--- src/rtl/stopwatch_pkg.sv ---
// Shared types and constants for the BCD stopwatch.
// State encoding, digit type and the time bundle used across the core.
package stopwatch_pkg;

  typedef enum logic [1:0] {
    IDLE  = 2'd0,
    RUN   = 2'd1,
    LAP   = 2'd2,
    PAUSE = 2'd3
  } state_e;

  typedef logic [3:0] bcd_t;

  localparam int CS_MAX  = 99;
  localparam int SEC_MAX = 59;

  typedef struct packed {
    bcd_t min_t;
    bcd_t min_o;
    bcd_t sec_t;
    bcd_t sec_o;
    bcd_t cs_t;
    bcd_t cs_o;
  } sw_time_t;

  function automatic bcd_t tens_of(int v);
    return bcd_t'(v / 10);
  endfunction

  function automatic bcd_t ones_of(int v);
    return bcd_t'(v % 10);
  endfunction

endpackage

--- src/rtl/stopwatch_if.sv ---
// Control inputs and display outputs of the stopwatch core.
// master drives the 100 Hz wave and buttons; slave is the core.
interface stopwatch_if;
  import stopwatch_pkg::*;

  logic clk_100hz_in;
  logic btn_start_stop;
  logic btn_lap;
  logic btn_clear;
  bcd_t cs_ones;
  bcd_t cs_tens;
  bcd_t sec_ones;
  bcd_t sec_tens;
  bcd_t min_ones;
  bcd_t min_tens;
  logic running;
  logic lap_active;
  logic overflow;

  modport master (
    output clk_100hz_in, btn_start_stop, btn_lap, btn_clear,
    input  cs_ones, cs_tens, sec_ones, sec_tens,
    input  min_ones, min_tens, running, lap_active, overflow
  );

  modport slave (
    input  clk_100hz_in, btn_start_stop, btn_lap, btn_clear,
    output cs_ones, cs_tens, sec_ones, sec_tens,
    output min_ones, min_tens, running, lap_active, overflow
  );

endinterface

--- src/rtl/bcd_digit_counter.sv ---
// One BCD digit with ripple carry; clear beats load_max beats count.
// carry_out flags "this digit and all below are at their last value".
module bcd_digit_counter
  import stopwatch_pkg::*;
#(
  parameter int MODULUS = 10,
  parameter int MAX_Q   = MODULUS - 1
) (
  input  logic clk_in,
  input  logic rst_n,
  input  logic en,
  input  logic carry_in,
  input  logic clear,
  input  logic load_max,
  output bcd_t q,
  output logic carry_out
);

  localparam bcd_t LAST  = bcd_t'(MODULUS - 1);
  localparam bcd_t LOADV = bcd_t'(MAX_Q);

  bcd_t q_q, q_d;
  logic at_last;

  assign at_last   = (q_q == LAST);
  assign carry_out = carry_in & at_last;
  assign q         = q_q;

  always_comb begin
    q_d = q_q;
    if (clear)
      q_d = '0;
    else if (load_max)
      q_d = LOADV;
    else if (en && carry_in)
      q_d = at_last ? '0 : q_q + 4'd1;
  end

  always_ff @(posedge clk_in or negedge rst_n) begin
    if (!rst_n) q_q <= '0;
    else        q_q <= q_d;
  end

endmodule

--- src/rtl/stopwatch_core.sv ---
// BCD stopwatch: 100 Hz tick counting, start/stop, lap freeze, clear.
// Drives six display digits plus running/lap/overflow status.
module stopwatch_core
  import stopwatch_pkg::*;
#(
  parameter int MAX_MIN = 59,
  parameter bit WRAP    = 1'b1
) (
  input  logic       clk_in,
  input  logic       rst_n,
  stopwatch_if.slave sw
);

  state_e   state_q, state_d;
  sw_time_t lap_q, lap_d;
  logic     ovf_q, ovf_d;
  logic     prev_hz_q, prev_ss_q, prev_lap_q, prev_clr_q;

  logic tick, clr_e, ss_e, lap_e;
  logic adv, roll, min_eq, clr_cnt;
  logic cnt_clr, cnt_load;
  logic [6:1] cy;
  bcd_t cs_o, cs_t, sec_o, sec_t, min_o, min_t;
  sw_time_t live, disp;

  assign tick  = sw.clk_100hz_in & ~prev_hz_q;
  assign clr_e = sw.btn_clear & ~prev_clr_q;
  assign ss_e  = sw.btn_start_stop & ~prev_ss_q & ~clr_e;
  assign lap_e = sw.btn_lap & ~prev_lap_q & ~clr_e & ~ss_e;

  assign live = '{min_t: min_t, min_o: min_o,
                  sec_t: sec_t, sec_o: sec_o,
                  cs_t:  cs_t,  cs_o:  cs_o};

  assign adv = tick & ((state_q == RUN) | (state_q == LAP));

  // cy[4]: cs/sec at 59.99; cy[6] catches a 99-minute top
  assign min_eq = ({min_t, min_o} ==
                   {tens_of(MAX_MIN), ones_of(MAX_MIN)});
  assign roll   = adv & ((cy[4] & min_eq) | cy[6]);

  assign cnt_clr  = clr_cnt | (roll & WRAP);
  assign cnt_load = roll & ~WRAP;

  bcd_digit_counter #(.MODULUS(10)) u_cs_o (
    .clk_in(clk_in), .rst_n(rst_n), .en(adv),
    .carry_in(1'b1), .clear(cnt_clr), .load_max(cnt_load),
    .q(cs_o), .carry_out(cy[1])
  );

  bcd_digit_counter #(
    .MODULUS(10), .MAX_Q(CS_MAX / 10)
  ) u_cs_t (
    .clk_in(clk_in), .rst_n(rst_n), .en(adv),
    .carry_in(cy[1]), .clear(cnt_clr), .load_max(cnt_load),
    .q(cs_t), .carry_out(cy[2])
  );

  bcd_digit_counter #(.MODULUS(10)) u_sec_o (
    .clk_in(clk_in), .rst_n(rst_n), .en(adv),
    .carry_in(cy[2]), .clear(cnt_clr), .load_max(cnt_load),
    .q(sec_o), .carry_out(cy[3])
  );

  bcd_digit_counter #(
    .MODULUS(SEC_MAX / 10 + 1)
  ) u_sec_t (
    .clk_in(clk_in), .rst_n(rst_n), .en(adv),
    .carry_in(cy[3]), .clear(cnt_clr), .load_max(cnt_load),
    .q(sec_t), .carry_out(cy[4])
  );

  bcd_digit_counter #(
    .MODULUS(10), .MAX_Q(MAX_MIN % 10)
  ) u_min_o (
    .clk_in(clk_in), .rst_n(rst_n), .en(adv),
    .carry_in(cy[4]), .clear(cnt_clr), .load_max(cnt_load),
    .q(min_o), .carry_out(cy[5])
  );

  bcd_digit_counter #(
    .MODULUS(10), .MAX_Q(MAX_MIN / 10)
  ) u_min_t (
    .clk_in(clk_in), .rst_n(rst_n), .en(adv),
    .carry_in(cy[5]), .clear(cnt_clr), .load_max(cnt_load),
    .q(min_t), .carry_out(cy[6])
  );

  always_comb begin
    state_d = state_q;
    lap_d   = lap_q;
    ovf_d   = ovf_q;
    clr_cnt = 1'b0;
    unique case (state_q)
      IDLE: begin
        if (clr_e)     ovf_d   = 1'b0;
        else if (ss_e) state_d = RUN;
      end
      RUN: begin
        if (ss_e) begin
          state_d = PAUSE;
        end else if (lap_e) begin
          state_d = LAP;
          lap_d   = live;
        end
      end
      LAP: begin
        if (ss_e)       state_d = PAUSE;
        else if (lap_e) state_d = RUN;
      end
      PAUSE: begin
        if (clr_e) begin
          state_d = IDLE;
          clr_cnt = 1'b1;
          ovf_d   = 1'b0;
        end else if (ss_e) begin
          state_d = RUN;
        end
      end
      default: state_d = IDLE;
    endcase
    // saturation overrides any button action this cycle
    if (roll) begin
      ovf_d = 1'b1;
      if (!WRAP) state_d = PAUSE;
    end
  end

  always_ff @(posedge clk_in or negedge rst_n) begin
    if (!rst_n) begin
      state_q    <= IDLE;
      lap_q      <= '0;
      ovf_q      <= 1'b0;
      prev_hz_q  <= 1'b0;
      prev_ss_q  <= 1'b0;
      prev_lap_q <= 1'b0;
      prev_clr_q <= 1'b0;
    end else begin
      state_q    <= state_d;
      lap_q      <= lap_d;
      ovf_q      <= ovf_d;
      prev_hz_q  <= sw.clk_100hz_in;
      prev_ss_q  <= sw.btn_start_stop;
      prev_lap_q <= sw.btn_lap;
      prev_clr_q <= sw.btn_clear;
    end
  end

  assign disp = (state_q == LAP) ? lap_q : live;

  assign sw.cs_ones    = disp.cs_o;
  assign sw.cs_tens    = disp.cs_t;
  assign sw.sec_ones   = disp.sec_o;
  assign sw.sec_tens   = disp.sec_t;
  assign sw.min_ones   = disp.min_o;
  assign sw.min_tens   = disp.min_t;
  assign sw.running    = (state_q == RUN) | (state_q == LAP);
  assign sw.lap_active = (state_q == LAP);
  assign sw.overflow   = ovf_q;

endmodule

--- src/flat_wrapper.sv ---
// flat-port wrapper written by rule: the top's interface ports become plain ports
module stopwatch_core_flat import stopwatch_pkg::*;
#(
  parameter int MAX_MIN = 59,
  parameter bit WRAP    = 1'b1
)
  (clk_in, rst_n, sw_clk_100hz_in, sw_btn_start_stop, sw_btn_lap, sw_btn_clear, sw_cs_ones, sw_cs_tens, sw_sec_ones, sw_sec_tens, sw_min_ones, sw_min_tens, sw_running, sw_lap_active, sw_overflow);
  stopwatch_if sw_i ();
  input  logic clk_in;
  input  logic rst_n;
  input wire logic [$bits(sw_i.clk_100hz_in)-1:0] sw_clk_100hz_in;
  input wire logic [$bits(sw_i.btn_start_stop)-1:0] sw_btn_start_stop;
  input wire logic [$bits(sw_i.btn_lap)-1:0] sw_btn_lap;
  input wire logic [$bits(sw_i.btn_clear)-1:0] sw_btn_clear;
  output wire logic [$bits(sw_i.cs_ones)-1:0] sw_cs_ones;
  output wire logic [$bits(sw_i.cs_tens)-1:0] sw_cs_tens;
  output wire logic [$bits(sw_i.sec_ones)-1:0] sw_sec_ones;
  output wire logic [$bits(sw_i.sec_tens)-1:0] sw_sec_tens;
  output wire logic [$bits(sw_i.min_ones)-1:0] sw_min_ones;
  output wire logic [$bits(sw_i.min_tens)-1:0] sw_min_tens;
  output wire logic [$bits(sw_i.running)-1:0] sw_running;
  output wire logic [$bits(sw_i.lap_active)-1:0] sw_lap_active;
  output wire logic [$bits(sw_i.overflow)-1:0] sw_overflow;
  assign sw_i.clk_100hz_in = sw_clk_100hz_in;
  assign sw_i.btn_start_stop = sw_btn_start_stop;
  assign sw_i.btn_lap = sw_btn_lap;
  assign sw_i.btn_clear = sw_btn_clear;
  assign sw_cs_ones = sw_i.cs_ones;
  assign sw_cs_tens = sw_i.cs_tens;
  assign sw_sec_ones = sw_i.sec_ones;
  assign sw_sec_tens = sw_i.sec_tens;
  assign sw_min_ones = sw_i.min_ones;
  assign sw_min_tens = sw_i.min_tens;
  assign sw_running = sw_i.running;
  assign sw_lap_active = sw_i.lap_active;
  assign sw_overflow = sw_i.overflow;
  stopwatch_core #(.MAX_MIN(MAX_MIN), .WRAP(WRAP)) u_core (.clk_in(clk_in), .rst_n(rst_n), .sw(sw_i));
endmodule
--- config.mk ---
export PLATFORM = sky130hd
export DESIGN_NAME = stopwatch_core_flat
export DESIGN_NICKNAME = d
export VERILOG_FILES = /design/src/rtl/stopwatch_pkg.sv /design/src/rtl/stopwatch_if.sv /design/src/rtl/bcd_digit_counter.sv /design/src/rtl/stopwatch_core.sv /design/src/flat_wrapper.sv
export SDC_FILE = /design/constraint.sdc
export NUM_CORES = 1
export LEC_CHECK = 0
export ABC_CLOCK_PERIOD_IN_PS = 4080
export BUFFER_PORTS_ARGS = -buffer_cell sky130_fd_sc_hd__buf_2
export CORE_MARGIN = 5
export CORE_UTILIZATION = 30
export DETAILED_ROUTE_END_ITERATION = 6
export PLACE_DENSITY = 0.44
export SYNTH_ARGS = -nofsm -noshare
export SYNTH_HDL_FRONTEND = slang
export SYNTH_HIERARCHICAL = 1
export SYNTH_SLANG_ARGS = --single-unit
--- constraint.sdc ---
create_clock -name clk_in -period 4.08 [get_ports clk_in]
set_clock_uncertainty 0.2 [all_clocks]
set_input_delay 0.816 -clock clk_in [delete_from_list [all_inputs] [get_ports clk_in]]
set_output_delay 0.816 -clock clk_in [all_outputs]
set_load 0.03 [all_outputs]
==> impl_metrics.tcl, run 1 <==
set metrics [dict create \
    end_kind "flop" \
    rr_worst_depth 11 \
    p_per_area_mw_per_mm2 346 \
    critical-path-max-stage-delay_ps 470 \
    grt_usage 0.109 \
    setup_viol 0 \
    area_growth_pct 16.9 \
    utilization 0.356 \
    cp.required_ps 4100 \
    critPathArrivalTime_ps 3270 \
    fin_ws_ps 829 \
    avgSynthCellArea_sq_um 11.5 \
    wl_um 6850 \
    dpl.hpwl_um 4850 \
    grt_pass1_wl_um 11700 \
    numPlacedInstances 488 \
    nets 378 \
    first_pass_iters 4 \
    netlist_area_sq_mm 0.00329 \
    max-vdd-ir-drop_mv 0.154 \
    post_drt_wl_per_cell_um 13.8 \
    route.detailed.vias_per_inst 4.72 \
    outcome "finished, final reports clean" \
    crit_top_cell "and2_2" \
    diodes 0 \
    rows 38 \
    cts.hold.buffers_added 0 \
    path_class "reg -> reg" \
    gp_congestion 0.747 \
    cp_cell_sequence "ha_1 > and3b_1 > and2_2 > and2_2 > and2_2 > and2_1 > and2_2 > and2_2 > o21a_1 > a21o_2 > a211oi_1" \
    io_buffers 32 \
    min_period_over_period 0.797 \
    yosys-top-cells-area "dfrtp_1 42%, mux2_2 9.6%, mux2_4 9.1%" \
    ant_nets 0 \
    synth-seq-area-share 0.419 \
    gr-total-overflow 0 \
    hold_viol 0 \
    synth_cell_types 42 \
    die_h_um 115 \
    tns_ps 0 \
    antenna_found_initial 0 \
    tightest_slew_ps 635 \
    fin_area_sq_mm 0.00384 \
    instances_no_fill 496 \
    hold_slack_ps 214 \
    dieArea_sq_mm 0.0132 \
    pre_cts_slack_ps 819 \
    netlist_instances 286 \
    grt_max_degree 25 \
    clock_latency_ps 310 \
    power.leakage_nw 1.58 \
    postCtsSetupBuffers 0 \
    hp-class "in -> async" \
    drv_cap 0 \
    drc 0 \
    synth_top_area_share 0.419 \
    cts_sinks 55 \
    total_power_mw 1.33 \
    cts_made_buffers 5 \
    cts_tree "yes" \
    post_cts_resized 0 \
    slew_headroom 0.576 \
    placed_area_sq_mm 0.00372 \
    fillCellCount 1071 \
    synth-seq-cells 55 \
    core_area_sq_mm 0.0108 \
    vias 2339 \
    boundaryPins 33 \
    critical_path.max_fanout 24 \
    grt_pass1_vias 2379 \
    fmax_ghz 0.308 \
    yosysWarnings 6 \
    start_util 0.305 \
    start_kind "flop" \
    die_width_um 115 \
    clock_path_buffers 2 \
    drt-initial-drc-count 74 \
    cts_root_buf "clkbuf_8" \
    cp_slowest_cell "dfrtp_1" \
    r2r_slack_ps 830 \
    htree_levels 2 \
    clk_pin_slew_ps 100 \
    synth_top_area_cell "dfrtp_1" \
    final.min_clock_period_ps 3250 \
    rsz0062_at_grt "false" \
    slew_viol_final 0 \
    drive_gt1_frac 0.309 \
]
## cells in the mapped netlist
library cell	number
a31oi_1	3
conb_1	2
ha_1	17
a311oi_1	6
o31ai_1	1
mux2_2	28
nand2b_1	4
o211ai_1	1
nor3_4	1
nor3b_1	4
nand3b_1	2
a211o_2	1
and2_1	1
a21oi_1	15
o21a_1	1
a211oi_1	11
nor2_1	2
nand2_1	24
dfrtp_1	55
buf_6	1
and2_2	5
o21ai_0	3
nand4bb_1	1
nor4b_1	2
or2b_2	1
or3_1	18
mux2_4	20
or4_1	1
a21o_2	2
a21o_1	1
nor3_1	7
a211oi_2	6
clkbuf_1	1
nand4b_1	4
o2bb2a_1	1
inv_1	10
o22ai_1	1
nand3_1	10
and3b_1	7
buf_2	2
nor2b_4	1
buf_12	2
## sequential cells by signal (all words and copies together) (netlist names)
| signal | flops |
|---|---|
| u_core/prev_clr_q | 1 |
| u_core/prev_hz_q | 1 |
| u_core/u_sec_t/q | 4 |
| u_core/prev_lap_q | 1 |
| u_core/sw.overflow | 1 |
| u_core/u_min_t/q | 4 |
| u_core/u_min_o/q | 4 |
| u_core/prev_ss_q | 1 |
| u_core/u_cs_o/q | 4 |
| u_core/lap_q | 24 |
| u_core/u_cs_t/q | 4 |
| u_core/u_sec_o/q | 4 |
| u_core/state_q | 2 |
## worst paths after layout
path / from / to
worst max-delay path: u_core/u_cs_o/q[0] / u_core/u_sec_o/q[2]
worst min-delay path: rst_n / u_core/lap_q[15]
worst max register to register: u_core/u_cs_o/q[0] / u_core/u_sec_o/q[2]
worst min register to register: u_core/lap_q[7] / u_core/lap_q[7]
max in group asynchronous: rst_n / u_core/sw.overflow
min in group clk_in: u_core/lap_q[7] / u_core/lap_q[7]
## layer usage
metal  vias up  global-route usage  routed length [um]
met4         0              0.0266                  42
li1       1165                   -                   -
met1      1152               0.145                3300
met3         2              0.0185                 194
met2        20               0.184                3310
met5         -                   0                   0
## layout by cell type, fill, tap and decap left out, types with 3 or more instances in the layout
cell	n
or3_1	18
inv_1	10
buf_2	32
o21ai_0	3
ha_1	17
buf_4	4
nand2b_1	4
nand4b_1	4
mux2_2	28
and3b_1	7
nor3b_1	4
nor3_1	7
a21oi_1	15
a31oi_1	3
mux2_4	20
a211oi_1	11
clkbuf_8	6
nand3_1	10
a311oi_1	6
conb_1	33
a211oi_2	6
and2_2	5
dfrtp_1	55
nand2_1	24
## area by class of cell
class,count,area [sq um],area share
sequential,55,1380,0.358
inverter,10,37.5,0.00977
clock inverter,2,35.0,0.00912
multi-input combinational,246,1930,0.501
timing repair buffer,37,210,0.0547
clock buffer,6,82.6,0.0215
tap,140,175,0.0456
## cells by family after synthesis
family	count (synthesis)	synth area share
buf+inv	16	0.0312
fa+ha+maj	17	0.0647
other cells	2	0.00228
mux	48	0.187
simple gates	95	0.177
flops	55	0.419
compound gates	53	0.119
## where the power goes
part	internal, mW	switching, mW
Sequential	0.610	0.0479
Combinational	0.141	0.144
Clock	0.199	0.186
Total	0.951	0.378
## worst max-delay path, delay by kind of cell (launching register included)
| kind | cells | cell delay, ps |
|---|---|---|
| compound gates | 3 | 880 |
| fa+ha+maj | 1 | 240 |
| flops | 1 | 470 |
| simple gates | 7 | 1370 |
Note: power is estimated with default switching activity, not from simulation.
==> run 2, diff against run 1 <==
ABC_CLOCK_PERIOD_IN_PS = 3200   (was 4080)
clock period = 3.2 ns   (was 4.08 ns; I/O delays follow)
==> run 2 against run 1 <==
Flip-flop and latch count is the same. Via count grew 1.4%. Setup slack lost 670 ps. Routed wire length grew 2.5%. Critical path depth grew 1. Sequential share of layout area shrank 1.4 points. Maximum frequency grew 7.0%. Hold slack lost 34 ps. First-iteration DRC count grew 28%. Cell count grew 2.6%. Sequential power grew 27%. Critical path type unchanged. Largest power group unchanged. Highest routed layer unchanged.
==> impl_metrics.tcl, run 2 (synthesized netlist as in run 1, its figures left out) <==
set metrics [dict create \
    outcome "finished, final reports clean" \
    rr_worst_depth 12 \
    grt_usage 0.113 \
    p_per_area_mw_per_mm2 440 \
    post_drt_wl_per_cell_um 13.8 \
    path_class "reg -> reg" \
    grt_max_degree 29 \
    hp-class "in -> async" \
    dieArea_sq_mm 0.0132 \
    grt_pass1_wl_um 12100 \
    clock_path_buffers 2 \
    drv_cap 0 \
    clk_pin_slew_ps 100 \
    regMostFlops "u_core/lap_q" \
    min_period_over_period 0.949 \
    fin_area_sq_mm 0.00400 \
    numPlacedInstances 501 \
    postCtsSetupBuffers 0 \
    die_width_um 115 \
    area_growth_pct 21.5 \
    tightest_slew_ps 716 \
    antenna_found_initial 0 \
    r2r_slack_ps 160 \
    fillCellCount 1084 \
    fmax_ghz 0.329 \
    placed_area_sq_mm 0.00383 \
    diodes 0 \
    wl_um 7020 \
    critical_path.max_fanout 7 \
    instances_no_fill 509 \
    vias 2372 \
    nets 391 \
    cts.hold.buffers_added 0 \
    fin_ws_ps 163 \
    clock_latency_ps 310 \
    gp_congestion 0.783 \
    io_buffers 32 \
    drc 0 \
    cts_made_buffers 5 \
    die_h_um 115 \
    rsz0062_at_grt "false" \
    gr-total-overflow 0 \
    utilization 0.370 \
    post_cts_resized 0 \
    cp.required_ps 3220 \
    dpl.hpwl_um 5000 \
    drt-initial-drc-count 95 \
    ant_nets 0 \
    slew_headroom 0.523 \
    final.min_clock_period_ps 3040 \
    total_power_mw 1.76 \
    hold_viol 0 \
    start_util 0.305 \
    power.leakage_nw 1.66 \
    layout_commonest_cell "dfrtp_1" \
    reg2reg_from "u_core/u_cs_o/q[0]" \
    setup_viol 0 \
    cts_root_buf "clkbuf_8" \
    core_area_sq_mm 0.0108 \
    slew_viol_final 0 \
    hold_slack_ps 179 \
    tns_ps 0 \
    cts_tree "yes" \
    end_kind "flop" \
    critPathArrivalTime_ps 3060 \
    pre_cts_slack_ps 133 \
    final_cell_mix "55 x dfrtp_1, 33 x conb_1, 32 x buf_2" \
    first_pass_iters 4 \
    r2r-end "u_core/u_cs_t/q[3]" \
    boundaryPins 33 \
    htree_levels 2 \
    cts_sinks 55 \
    start_kind "flop" \
    largest_reg_flops 24 \
    max-vdd-ir-drop_mv 0.185 \
    rows 38 \
    route.detailed.vias_per_inst 4.66 \
    drive_gt1_frac 0.347 \
    grt_pass1_vias 2428 \
]
run 2: cell types whose count changed in the layout (fill, tap and decap cells not counted):
cell and change:
a211oi_2 +3, and2_2 +1, clkbuf_8 -1, bufinv_16 +1, clkinv_2 -1, clkbuf_1 +1, and2_1 -1, a311oi_1 -2
a311oi_2 +2, buf_4 +12, a211oi_1 -3, buf_12 +1
run 2: critical path: stages, from the launching register on:
cell      delay [ps]
dfrtp_1          390
ha_1             210
and3b_1          210
and2_2           220
and2_2           200
and2_2           170
and2_2           200
and2_2           190
and2_2           160
o21a_1           200
a21o_2           220
buf_4            170
a311oi_1         200
run 2: worst max path at each step:
stage	startpoint	slack, ps	end
2_1_floorplan	u_core/u_cs_o/q[0]	300	u_core/u_cs_o/q[2]
3_3_place_gp	u_core/u_cs_o/q[0]	250	u_core/u_cs_o/q[2]
3_5_place_dp	u_core/u_cs_o/q[0]	130	u_core/u_sec_o/q[2]
4_1_cts	u_core/u_cs_o/q[0]	100	u_core/u_sec_o/q[2]
5_1_grt	u_core/u_cs_o/q[0]	1	u_core/u_min_t/q[3]
6_report	u_core/u_cs_o/q[0]	160	u_core/u_cs_t/q[3]
run 2: power breakdown:
group | total [mW] | switching (mW) | leakage (nW) | internal, mW
clock network | 0.542 | 0.229 | 0.0654 | 0.313
registers | 0.834 | 0.0559 | 0.682 | 0.778
logic | 0.382 | 0.193 | 0.914 | 0.188
run 2: layout make-up:
cell class	instances	area [sq um]	area share
Multi-Input combinational cell	246	1950	0.489
Sequential cell	55	1380	0.344
Timing Repair Buffer	50	320	0.0802
Tap cell	140	175	0.0438
Clock buffer	6	72.6	0.0182
Inverter	10	37.5	0.00939
Clock inverter	2	60.1	0.0150
run 2: layer usage:
layer  up-vias  part of all wire  global-route usage
li1       1195                 -                   -
met1      1131              0.49               0.155
met2        38              0.47               0.184
met3         8             0.026              0.0174
met4         0             0.012              0.0329
met5         -                 0                   0
